==> src/rtl/multicycle_controller.sv <==
// multicycle_controller: control FSM for the multicycle RV32I core.
// Sequences the shared ALU, unified memory port, register file and immediate
// unit over several cycles per instruction, stalling on mem_ready.
// Optional feature: define ILLEGAL_OPCODE_TRAP_EN to trap unknown opcodes and
// unsupported ALU funct3 values into a sticky HALT state (illegal_instr=1).
// Without the macro unknown opcodes behave as NOPs and illegal_instr is 0.
module multicycle_controller (
  input  logic       clk,
  input  logic       reset,
  input  logic [6:0] opcode,
  input  logic [2:0] funct3,
  input  logic       funct7_5,
  input  logic       zero,
  input  logic       mem_ready,
  output logic [1:0] imm_src,
  output logic [1:0] alu_src_a,
  output logic [1:0] alu_src_b,
  output logic [2:0] alu_control,
  output logic [1:0] result_src,
  output logic       adr_src,
  output logic       ir_write,
  output logic       pc_write,
  output logic       mem_write,
  output logic       reg_write,
  output logic       illegal_instr
);

  localparam logic [6:0] OP_LW  = 7'b0000011;
  localparam logic [6:0] OP_SW  = 7'b0100011;
  localparam logic [6:0] OP_R   = 7'b0110011;
  localparam logic [6:0] OP_I   = 7'b0010011;
  localparam logic [6:0] OP_BR  = 7'b1100011;
  localparam logic [6:0] OP_JAL = 7'b1101111;

  localparam logic [2:0] ALU_ADD = 3'b000;
  localparam logic [2:0] ALU_SUB = 3'b001;
  localparam logic [2:0] ALU_AND = 3'b010;
  localparam logic [2:0] ALU_OR  = 3'b011;
  localparam logic [2:0] ALU_XOR = 3'b100;
  localparam logic [2:0] ALU_SLT = 3'b101;

  typedef enum logic [3:0] {
    S_FETCH,
    S_DECODE,
    S_MEMADR,
    S_MEMREAD,
    S_MEMWB,
    S_MEMWRITE,
    S_EXECR,
    S_EXECI,
    S_ALUWB,
    S_BRANCH,
    S_JAL
`ifdef ILLEGAL_OPCODE_TRAP_EN
    , S_HALT
`endif
  } state_t;

  state_t state_r;
  state_t next_state_s;
  state_t dec_state_s;
  logic   ir_we_s;
  logic   pc_we_s;
  logic   mem_we_s;
  logic   reg_we_s;

  // ALU operation from funct3; only R-type honours funct7_5 for sub.
  function automatic logic [2:0] alu_decode(input logic [2:0] f3,
                                            input logic       f7_5,
                                            input logic       is_rtype);
    logic [2:0] op;
    op = ALU_ADD;
    case (f3)
      3'b000: begin
        if (is_rtype && f7_5) op = ALU_SUB;
        else                  op = ALU_ADD;
      end
      3'b010:  op = ALU_SLT;
      3'b100:  op = ALU_XOR;
      3'b110:  op = ALU_OR;
      3'b111:  op = ALU_AND;
      default: op = ALU_ADD;
    endcase
    return op;
  endfunction

`ifdef ILLEGAL_OPCODE_TRAP_EN
  // funct3 values the ALU decode actually implements.
  function automatic logic f3_supported(input logic [2:0] f3);
    logic ok;
    case (f3)
      3'b000, 3'b010, 3'b100, 3'b110, 3'b111: ok = 1'b1;
      default:                                ok = 1'b0;
    endcase
    return ok;
  endfunction
`endif

  // State register with synchronous reset to FETCH.
  always_ff @(posedge clk) begin
    if (reset) state_r <= S_FETCH;
    else       state_r <= next_state_s;
  end

  // Next-state logic: memory states hold until mem_ready, HALT holds until reset.
  always_comb begin
    next_state_s = state_r;
    case (state_r)
      S_FETCH: begin
        if (mem_ready) next_state_s = S_DECODE;
        else           next_state_s = S_FETCH;
      end
      S_DECODE: begin
        case (opcode)
          OP_LW, OP_SW: next_state_s = S_MEMADR;
          OP_R:         next_state_s = S_EXECR;
          OP_I:         next_state_s = S_EXECI;
          OP_BR:        next_state_s = S_BRANCH;
          OP_JAL:       next_state_s = S_JAL;
`ifdef ILLEGAL_OPCODE_TRAP_EN
          default:      next_state_s = S_HALT;
`else
          default:      next_state_s = S_FETCH;
`endif
        endcase
      end
      S_MEMADR: begin
        if (opcode == OP_SW) next_state_s = S_MEMWRITE;
        else                 next_state_s = S_MEMREAD;
      end
      S_MEMREAD: begin
        if (mem_ready) next_state_s = S_MEMWB;
        else           next_state_s = S_MEMREAD;
      end
      S_MEMWB: next_state_s = S_FETCH;
      S_MEMWRITE: begin
        if (mem_ready) next_state_s = S_FETCH;
        else           next_state_s = S_MEMWRITE;
      end
`ifdef ILLEGAL_OPCODE_TRAP_EN
      S_EXECR, S_EXECI: begin
        if (f3_supported(funct3)) next_state_s = S_ALUWB;
        else                      next_state_s = S_HALT;
      end
      S_HALT: next_state_s = S_HALT;
`else
      S_EXECR, S_EXECI: next_state_s = S_ALUWB;
`endif
      S_ALUWB:  next_state_s = S_FETCH;
      S_BRANCH: next_state_s = S_FETCH;
      S_JAL:    next_state_s = S_ALUWB;
      default:  next_state_s = S_FETCH;
    endcase
  end

  // Output decode; while reset is high the outputs look like FETCH.
  always_comb begin
    dec_state_s   = reset ? S_FETCH : state_r;
    imm_src       = 2'b00;
    alu_src_a     = 2'b00;
    alu_src_b     = 2'b00;
    alu_control   = ALU_ADD;
    result_src    = 2'b00;
    adr_src       = 1'b0;
    ir_we_s       = 1'b0;
    pc_we_s       = 1'b0;
    mem_we_s      = 1'b0;
    reg_we_s      = 1'b0;
    illegal_instr = 1'b0;
    case (dec_state_s)
      S_FETCH: begin
        alu_src_b  = 2'b10;
        result_src = 2'b10;
        ir_we_s    = mem_ready;
        pc_we_s    = mem_ready;
      end
      S_DECODE: begin
        alu_src_a = 2'b01;
        alu_src_b = 2'b01;
        imm_src   = (opcode == OP_JAL) ? 2'b11 : 2'b10;
      end
      S_MEMADR: begin
        alu_src_a = 2'b10;
        alu_src_b = 2'b01;
        imm_src   = (opcode == OP_SW) ? 2'b01 : 2'b00;
      end
      S_MEMREAD: begin
        adr_src = 1'b1;
      end
      S_MEMWB: begin
        result_src = 2'b01;
        reg_we_s   = 1'b1;
      end
      S_MEMWRITE: begin
        adr_src  = 1'b1;
        mem_we_s = 1'b1;
      end
      S_EXECR: begin
        alu_src_a   = 2'b10;
        alu_control = alu_decode(funct3, funct7_5, 1'b1);
      end
      S_EXECI: begin
        alu_src_a   = 2'b10;
        alu_src_b   = 2'b01;
        alu_control = alu_decode(funct3, funct7_5, 1'b0);
      end
      S_ALUWB: begin
        reg_we_s = 1'b1;
      end
      S_BRANCH: begin
        alu_src_a   = 2'b10;
        alu_control = ALU_SUB;
        if (funct3 == 3'b000)      pc_we_s = zero;
        else if (funct3 == 3'b001) pc_we_s = ~zero;
        else                       pc_we_s = 1'b0;
      end
      S_JAL: begin
        alu_src_a = 2'b01;
        alu_src_b = 2'b10;
        pc_we_s   = 1'b1;
      end
`ifdef ILLEGAL_OPCODE_TRAP_EN
      S_HALT: begin
        illegal_instr = 1'b1;
      end
`endif
      default: begin
        alu_src_b = 2'b10;
      end
    endcase
  end

  // No write enable may fire while reset is asserted.
  always_comb begin
    ir_write  = ir_we_s  & ~reset;
    pc_write  = pc_we_s  & ~reset;
    mem_write = mem_we_s & ~reset;
    reg_write = reg_we_s & ~reset;
  end

endmodule

==> config.mk <==
export PLATFORM = sky130hd
export DESIGN_NAME = multicycle_controller
export DESIGN_NICKNAME = d
export VERILOG_FILES = /design/src/rtl/multicycle_controller.sv
export SDC_FILE = /design/constraint.sdc
export NUM_CORES = 1
export LEC_CHECK = 0
export BUFFER_PORTS_ARGS = -buffer_cell sky130_fd_sc_hd__buf_2
export CAP_MARGIN = 10
export CORE_MARGIN = 1.5
export CORE_UTILIZATION = 30
export DETAILED_ROUTE_END_ITERATION = 8
export SLEW_MARGIN = 20
export SYNTH_ARGS = -nofsm -noshare
export SYNTH_HDL_FRONTEND = slang
export SYNTH_SLANG_ARGS = --single-unit
export TNS_END_PERCENT = 10
==> constraint.sdc <==
create_clock -name clk -period 3.42 [get_ports clk]
set_input_delay 0.684 -clock clk [delete_from_list [all_inputs] [get_ports clk]]
set_output_delay 0.684 -clock clk [all_outputs]
set_load 0.05 [all_outputs]
==> impl_metrics.tcl, run 1 <==
set metrics [dict create \
    core_area_mm2 0.00196 \
    setup_tns_ns 0 \
    cts_tree "built" \
    yosys_warnings 0 \
    core.rowCount 16 \
    r2r_end "state_r[0]" \
    start_util 0.317 \
    worstSetupStartpointType "register" \
    grt_max_degree 22 \
    syn_nets 114 \
    ys.flop_type "dfxtp_1" \
    slew-limit-headroom 0.535 \
    drc 0 \
    r2r_setup_slack_ns 1.65 \
    r2r_cells 4 \
    ys_seq_elements 4 \
    largest_register "state_r" \
    final_cell_mix "buf_2 (30), nor2_1 (11), nor3_1 (10), nand2_1 (8)" \
    cts_buffers 3 \
    postRouteAntennaNets 0 \
    synth_seq_area_share 0.129 \
    syn-cell-area_um2 622 \
    critPathLaunch "state_r[0]" \
    slowest_stage "dfxtp_1" \
    die_h_um 48.5 \
    clock_skew_ns 0.00433 \
    io_buffers 30 \
    hold_viol 0 \
    placed_cells 148 \
    hold_path_class "register to register" \
    cp-endpoint "imm_src[0]" \
    path_cells "nand2b_1, nor3_1, nand2_1, a21oi_1, buf_2" \
    cts_hold_buffers 0 \
    antenna_found_initial 0 \
    io_pins 32 \
    cp-end-kind "primary output" \
    setup_ws_ns 0.602 \
    maxCapViolCount 0 \
    cts_buffer_depth 2 \
    fmax_mhz 355 \
    mostFrequentLayoutCell "buf_2" \
    stdcell_count 151 \
    routabilityCongestion 0.764 \
    path_class "register to primary output" \
    vias 764 \
    drt_first_pass_iters 4 \
    die_area_mm2 0.00236 \
    place_ws_ns 0.765 \
    final_layout_size_suffix_gt1_frac 0.282 \
    cts_sinks 4 \
    reg_top3 "state_r: 4 flops" \
    drt_wl_total_um 1690 \
    path_max_fanout 19 \
    setup_violations 0 \
    worst_slew_pin_slew_ns 0.696 \
    p_leak_nw 0.336 \
    viasPerCell 5.06 \
    fin_crit_sh 0.824 \
    grt_overflow_total 0 \
    post_dp_cell_area_um2 767 \
    async_flop_share 0 \
    required_ns 2.74 \
    cts_root_buffer "clkbuf_4" \
    grt_pass1_wl_um 2790 \
    cp_slowest_stage_delay_ns 0.74 \
    cts_setup_buffers 0 \
    path_clk_slew_ns 0.04 \
    r2r_start "state_r[0]" \
    syn_area_per_cell_um2 6.28 \
    status "finished clean" \
    die_w_um 48.5 \
    grt_use_total 0.142 \
    n_antenna_cell 0 \
    report.final.slew_viol_count 0 \
    dp_hpwl_um 1240 \
    grt_pass1_vias 649 \
    yosys.cell_types.count 36 \
    ir_drop_mv 0.215 \
    arrival_ns 2.13 \
    syn_inst 99 \
    rsz0062_at_grt "false" \
    drt-initial-drc-count 16 \
    largest_reg_flops 4 \
    powerDensity_mw_per_mm2 208 \
    finalInstanceArea_um2 790 \
    clk-insertion-delay-late_ns 0.23 \
    h-tree-depth 1 \
    synth_edf_count 0 \
    wire_per_inst_um 11.2 \
    cts_resized 0 \
    min_period_ns 2.82 \
    syn2layout_area_growth_pct 27.0 \
    finalNetCount 141 \
]
## critical path, delay by kind of cell, from the launching register on
kind | cells | cell delay (ns)
AO/OA/AOI/OAI | 1 | 0.16
buffers and inverters | 1 | 0.28
AND/OR/NAND/NOR | 3 | 0.72
flip-flops | 1 | 0.74
## final cells by class
class | instances | area, um^2
Multi-Input combinational cell | 84 | 492
Sequential cell | 4 | 80.1
Timing Repair Buffer | 30 | 150
Clock buffer | 3 | 22.5
Inverter | 3 | 11.3
Tap cell | 27 | 33.8
Fill cell | 231 | 1170
## stage by stage
stage | util | hold WS (ns) | total power [mW]
after CTS | 0.402 | 0.727 | 0.167
after detailed placement | 0.391 | 0.721 | 0.109
after global routing | 0.402 | 0.762 | 0.176
after floorplan | - | 0.603 | 0.0903
after global placement | 0.391 | 0.717 | 0.108
final | 0.402 | 0.721 | 0.164
## per-layer routing
layer  GRT usage  vias to the layer above  part of all wire  routed length, um
li1            -                      404                 -                  -
met1       0.201                      331              0.52                883
met4      0.0286                        0                 0                  0
met5           0                        -                 0                  0
met3      0.0432                        0             0.075                126
met2       0.211                       29              0.40                678
## kinds of logic (layout without fill, tap and decap cells)
logic type | count (synthesis) | count (layout) | share of synthesized area
xor gates and xnor gates | 4 | 4 | 0.0563
DFF | 4 | 4 | 0.129
buffers and inverters | 11 | 36 | 0.0805
muxes | 1 | 1 | 0.0161
and+or+nand+nor | 55 | 55 | 0.485
AOI/OAI and AO/OA | 23 | 23 | 0.227
other | 1 | 1 | 0.00603
## worst min path at each step
stage	startpoint	end	slack, ns	cells after the start
floorplan	state_r[3]	state_r[1]	0.60	3
global placement	state_r[1]	state_r[3]	0.72	2
detailed placement	state_r[1]	state_r[2]	0.72	2
CTS	state_r[1]	state_r[3]	0.73	2
global route	state_r[1]	state_r[3]	0.76	2
finish	state_r[1]	state_r[2]	0.72	2
## power breakdown
group,switching (mW),leakage [nW],internal [mW],total [mW]
Combinational,0.0371,0.290,0.0192,0.0563
Clock,0.0169,0.0138,0.0391,0.0560
Sequential,0.00430,0.0325,0.0478,0.0521
Total,0.0583,0.336,0.106,0.164
## synth_stat cells, types with 2 or more instances
cell type   n  area, um^2
a21o_1      4        30.0
a21oi_1     7        35.0
a31oi_1     3        18.8
buf_2       4        20.0
clkbuf_1    2        7.51
dfxtp_1     4        80.1
inv_1       3        11.3
nand2_1     8        30.0
nand2b_1    7        43.8
nand3_1     3        15.0
nand3b_1    2        15.0
nor2_1     11        41.3
nor3_1     10        50.1
nor4_1      3        18.8
o21ai_0     5        25.0
xnor2_1     2        17.5
xor2_1      2        17.5
Power figures use the tool's default switching activity.
==> inputs of run 2 (changes only) <==
==> constraint.sdc (replaced) <==
create_clock -name clk -period 2.4 [get_ports clk]
set_input_delay 0.48 -clock clk [delete_from_list [all_inputs] [get_ports clk]]
set_output_delay 0.48 -clock clk [all_outputs]
set_load 0.05 [all_outputs]
==> run 2 against run 1 <==
Effect of this change: cell count up 4.0%; global-route usage up 1.3 points; cell area up 7.3%; utilization up 2.9 points; sequential power up 32%; critical path depth down 1; flip-flop and latch count unchanged; first-iteration DRC count unchanged; largest power group unchanged; highest routed layer unchanged.
==> impl_metrics.tcl, run 2 (synthesis gave the netlist of run 1 again) <==
set metrics [dict create \
    cts_sinks 4 \
    finalNetCount 147 \
    postRouteAntennaNets 0 \
    placed_cells 154 \
    io_pins 32 \
    core.rowCount 16 \
    start_util 0.317 \
    cts_buffer_depth 2 \
    worstSetupStartpointType "register" \
    wl_met3_um 122 \
    path_class "register to primary output" \
    post_dp_cell_area_um2 818 \
    clk-insertion-delay-late_ns 0.24 \
    path_max_fanout 9 \
    cts_tree "built" \
    grt_pass1_wl_um 3000 \
    slowest_stage "dfxtp_1" \
    wl_met2_um 739 \
    fillers 235 \
    required_ns 1.92 \
    wl_met1_um 860 \
    stdcell_count 157 \
    cp-end-kind "primary output" \
    status "finished clean" \
    mostFrequentLayoutCell "buf_2" \
    drt_wl_total_um 1720 \
    multi_input_area_um2 503 \
    cp_slowest_stage_delay_ns 0.54 \
    setup_tns_ns 0 \
    wire_per_inst_um 11.0 \
    maxCapViolCount 0 \
    fmax_mhz 450 \
    min_period_ns 2.22 \
    fin_crit_sh 0.925 \
    largest_register "state_r" \
    place_ws_ns 0.211 \
    final_cell_mix "buf_2 (30), nor2_1 (11), nor3_1 (9), nand2_1 (8)" \
    grt_use_total 0.154 \
    path_cells "nand2_1, or3_1, o21ai_0, buf_2" \
    p_total_mw 0.240 \
    cts_buffers 3 \
    grt_overflow_total 0 \
    p_leak_nw 0.373 \
    dp_hpwl_um 1320 \
    largest_reg_flops 4 \
    final_layout_size_suffix_gt1_frac 0.338 \
    grt_max_degree 19 \
    die_h_um 48.5 \
    vias 781 \
    io_buffers 30 \
    report.final.slew_viol_count 0 \
    powerDensity_mw_per_mm2 283 \
    finalInstanceArea_um2 847 \
    die_w_um 48.5 \
    antenna_found_initial 0 \
    syn2layout_area_growth_pct 36.2 \
    cts_root_buffer "clkbuf_4" \
    die_area_mm2 0.00236 \
    n_antenna_cell 0 \
    path_clk_slew_ns 0.03 \
    hold_path_class "primary input to register" \
    routabilityCongestion 0.759 \
    arrival_ns 1.74 \
    h-tree-depth 1 \
    dr.max_layer_used "met3" \
    drc 0 \
    setup_violations 0 \
    core_area_mm2 0.00196 \
    viasPerCell 4.97 \
    clock_skew_ns 0.00819 \
    grt_pass1_vias 704 \
    drt_first_pass_iters 6 \
    ir_drop_mv 0.162 \
    drt-initial-drc-count 16 \
    rsz0062_at_grt "false" \
    seq_area_um2 81.3 \
    hold_viol 0 \
    reg_top3 "state_r: 4 flops" \
    setup_ws_ns 0.180 \
]
[run 2: where the power goes]
| group | switching, mW | internal (mW) |
|---|---|---|
| Combinational | 0.0581 | 0.0293 |
| Sequential | 0.000956 | 0.0680 |
| Clock | 0.0275 | 0.0559 |
| Total | 0.0865 | 0.153 |
[run 2: through the flow]
stage	hold slack (ns)	util
3_5_place_dp	0.718	0.417
6_report	0.572	0.432
4_1_cts	0.565	0.429
2_1_floorplan	0.603	-
3_3_place_gp	0.721	0.417
5_1_grt	0.578	0.432
[run 2: repair_timing]
item	in CTS	in global routing
setup endpoints to repair	0	2
hold buffers	0	0
endpoints found under the hold margin	0	0
resized for setup	0	2
setup buffers	0	0
[run 2: routing by layer]
metal / vias up / track usage
li1: 416 / -
met1: 335 / 0.223
met2: 30 / 0.236
met3: 0 / 0.0247
met4: 0 / 0.0429
met5: - / 0
[run 2: path summary, 6_finish.rpt]
path | to | start | cells past startpoint | slack (ns)
min reg2reg | state_r[3] | state_r[1] | 2 | 0.63
max | alu_control[0] | state_r[2] | 4 | 0.18
min | state_r[2] | opcode[4] | 3 | 0.57
max reg2reg | state_r[3] | state_r[3] | 5 | 0.82
[run 2: critical path, delay by kind of cell (launching register included)]
family	cells	cell delay (ns)
simple gates	2	0.53
buf+inv	1	0.28
compound gates	1	0.16
flops	1	0.54
[run 2: cell type report]
cell class / instances / area share
Multi-Input combinational cell: 84 / 0.594
Timing Repair Buffer: 36 / 0.230
Sequential cell: 4 / 0.0960
Tap cell: 27 / 0.0399
Clock buffer: 3 / 0.0266
Inverter: 3 / 0.0133
==> inputs of run 3 (changes only) <==
--- a/config.mk
+++ b/config.mk
@@ -5,6 +5,7 @@
 export SDC_FILE = /design/constraint.sdc
 export NUM_CORES = 1
 export LEC_CHECK = 0
+export ABC_AREA = 1
 export BUFFER_PORTS_ARGS = -buffer_cell sky130_fd_sc_hd__buf_2
 export CAP_MARGIN = 10
 export CORE_MARGIN = 1.5
==> run 3 against run 2 <==
Effect of this change: non-clock buffer count down 6; via count up 4.7%; cell count up 18%; global-route usage about the same; die area up 2.1%; synthesized cell count up 29%; fmax up 6.9%; first-iteration DRC count up 50%; worst hold slack better by 0.025 ns; wire length down 6.2%; critical path depth up 3; flip-flop and latch count unchanged; critical endpoint is now imm_src[0].
==> impl_metrics.tcl, run 3 <==
set metrics [dict create \
    core.rowCount 16 \
    powerDensity_mw_per_mm2 280 \
    clock_skew_ns 0.00460 \
    netlist_top_cells_count "nand2_1 (43), inv_1 (24), nor2_1 (19)" \
    syn_nets 143 \
    cts_sinks 4 \
    core_area_mm2 0.00198 \
    cts_tree "built" \
    syn-cell-area_um2 636 \
    drt_first_pass_iters 4 \
    postRouteAntennaNets 0 \
    p_leak_nw 0.539 \
    path_clk_slew_ns 0.04 \
    hold_path_class "primary input to register" \
    rsz0062_at_grt "false" \
    grt_pass1_vias 726 \
    setup_violations 0 \
    routabilityCongestion 0.828 \
    r2r_start "state_r[1]" \
    dp_hpwl_um 1410 \
    antenna_found_initial 0 \
    die_h_um 49.0 \
    h-tree-depth 1 \
    die_area_mm2 0.00240 \
    fin_crit_sh 0.866 \
    yosys_warnings 0 \
    largest_register "state_r" \
    ys.flop_type "dfxtp_1" \
    die_w_um 49.0 \
    slowest_stage "dfxtp_1" \
    mostFrequentLayoutCell "nand2_1" \
    wire_per_inst_um 8.68 \
    cp-endpoint "imm_src[0]" \
    io_buffers 30 \
    cts_setup_buffers 0 \
    seq_area_um2 80.1 \
    finalNetCount 176 \
    critPathLaunch "state_r[0]" \
    largest_reg_flops 4 \
    synth_area_leader_cell "nand2_1" \
    syn2layout_area_growth_pct 29.5 \
    arrival_ns 1.60 \
    grt_max_degree 12 \
    io_pins 32 \
    grt_use_total 0.154 \
    cts_root_buffer "clkbuf_4" \
    ys_seq_elements 4 \
    stdcell_count 186 \
    r2r_cells 5 \
    cp_slowest_stage_delay_ns 0.37 \
    setup_ws_ns 0.322 \
    final_cell_mix "nand2_1 (43), buf_2 (30), inv_1 (24), nor2_1 (19), nand3_1 (11)" \
    place_ws_ns 0.401 \
    setup_tns_ns 0 \
    path_class "register to primary output" \
    report.final.slew_viol_count 0 \
    worstSetupStartpointType "register" \
    ys_top_cells_by_area "nand2_1 (25%), inv_1 (14%), dfxtp_1 (13%)" \
    n_antenna_cell 0 \
    maxCapViolCount 0 \
    final_layout_size_suffix_gt1_frac 0.258 \
    r2r_end "state_r[0]" \
    required_ns 1.92 \
    drt_wl_total_um 1620 \
    status "finished clean" \
    clk-insertion-delay-late_ns 0.23 \
    hold_viol 0 \
    p_total_mw 0.230 \
    fillers 228 \
    start_util 0.321 \
    drt-initial-drc-count 24 \
    viasPerCell 4.40 \
    path_cells "inv_1, nor2_4, nand2_2, inv_2, nand2_1, o22ai_1, buf_2" \
    cts_buffer_depth 2 \
    syn_area_per_cell_um2 4.97 \
    async_flop_share 0 \
    multi_input_area_um2 443 \
    ir_drop_mv 0.264 \
    synth_top_area_share 0.254 \
    cp-end-kind "primary output" \
    cts_buffers 3 \
    min_period_ns 2.08 \
    fmax_mhz 481 \
    drc 0 \
    vias 818 \
    grt_pass1_wl_um 3000 \
    r2r_setup_slack_ns 1.19 \
    cts_resized 0 \
    post-route-util 0.415 \
    path_max_fanout 5 \
    synth_seq_area_share 0.126 \
    yosys.cell_types.count 20 \
    synth_edf_count 0 \
    reg_top3 "state_r: 4 flops" \
    syn_inst 128 \
    cts_hold_buffers 0 \
    synthMostInstantiatedCell "nand2_1" \
    grt_overflow_total 0 \
    placed_cells 183 \
]
## run 3: changes by cell type after synthesis, moves of 3 or more
cell / change
a21o_1: -4
a31oi_1: -3
buf_2: -4
inv_1: +21
nand2_1: +35
nand2b_1: -7
nand3_1: +8
nor2_1: +8
nor3_1: -9
nor4_1: -3
## run 3: metrics by stage
step	hold slack [ns]	cell area (um^2)
2_1_floorplan	0.670	636
3_3_place_gp	0.803	801
3_5_place_dp	0.782	801
4_1_cts	0.591	823
5_1_grt	0.627	823
6_report	0.597	823
## run 3: worst min-delay path by stage
stage,slack (ns),depth (start not counted),start,end
after floorplan,0.67,2,reset,state_r[0]
after global placement,0.80,5,state_r[2],state_r[3]
after detailed placement,0.78,5,state_r[2],state_r[3]
after CTS,0.59,2,reset,state_r[1]
after global routing,0.63,2,reset,state_r[1]
final,0.60,2,reset,state_r[1]
## run 3: worst max-delay path, delay by kind of cell (launching register included)
kind | cells | cell delay (ns)
buffers and inverters | 3 | 0.47
and+or+nand+nor | 3 | 0.35
AOI/OAI and AO/OA | 1 | 0.17
DFF | 1 | 0.37
## run 3: cells by family (layout without fill, tap and decap cells)
kind of cell           count (synthesis)  in the layout  share of synthesized area
AO/OA/AOI/OAI                         15             15                      0.140
buffers and inverters                 27             58                      0.177
AND/OR/NAND/NOR                       81             81                      0.551
other                                  1              1                    0.00590
flip-flops                             4              4                      0.126
## run 3: area by class of cell
| class | count | share of cell area |
|---|---|---|
| sequential | 4 | 0.0973 |
| inverter | 25 | 0.114 |
| clock buffer | 3 | 0.0274 |
| timing repair buffer | 30 | 0.182 |
| tap | 27 | 0.0410 |
| multi-input combinational | 97 | 0.538 |
## run 3: power breakdown
part / switching, mW / internal, mW
sequential: 0.00142 / 0.0682
combinational: 0.0590 / 0.0235
clock: 0.0228 / 0.0556
total: 0.0832 / 0.147
## run 3: metal layers
metal,vias up,wire length (um),global-route usage
li1,456,-,-
met1,343,793,0.203
met2,19,755,0.265
met3,0,65,0.0184
met4,0,0,0.0429
met5,-,0,0
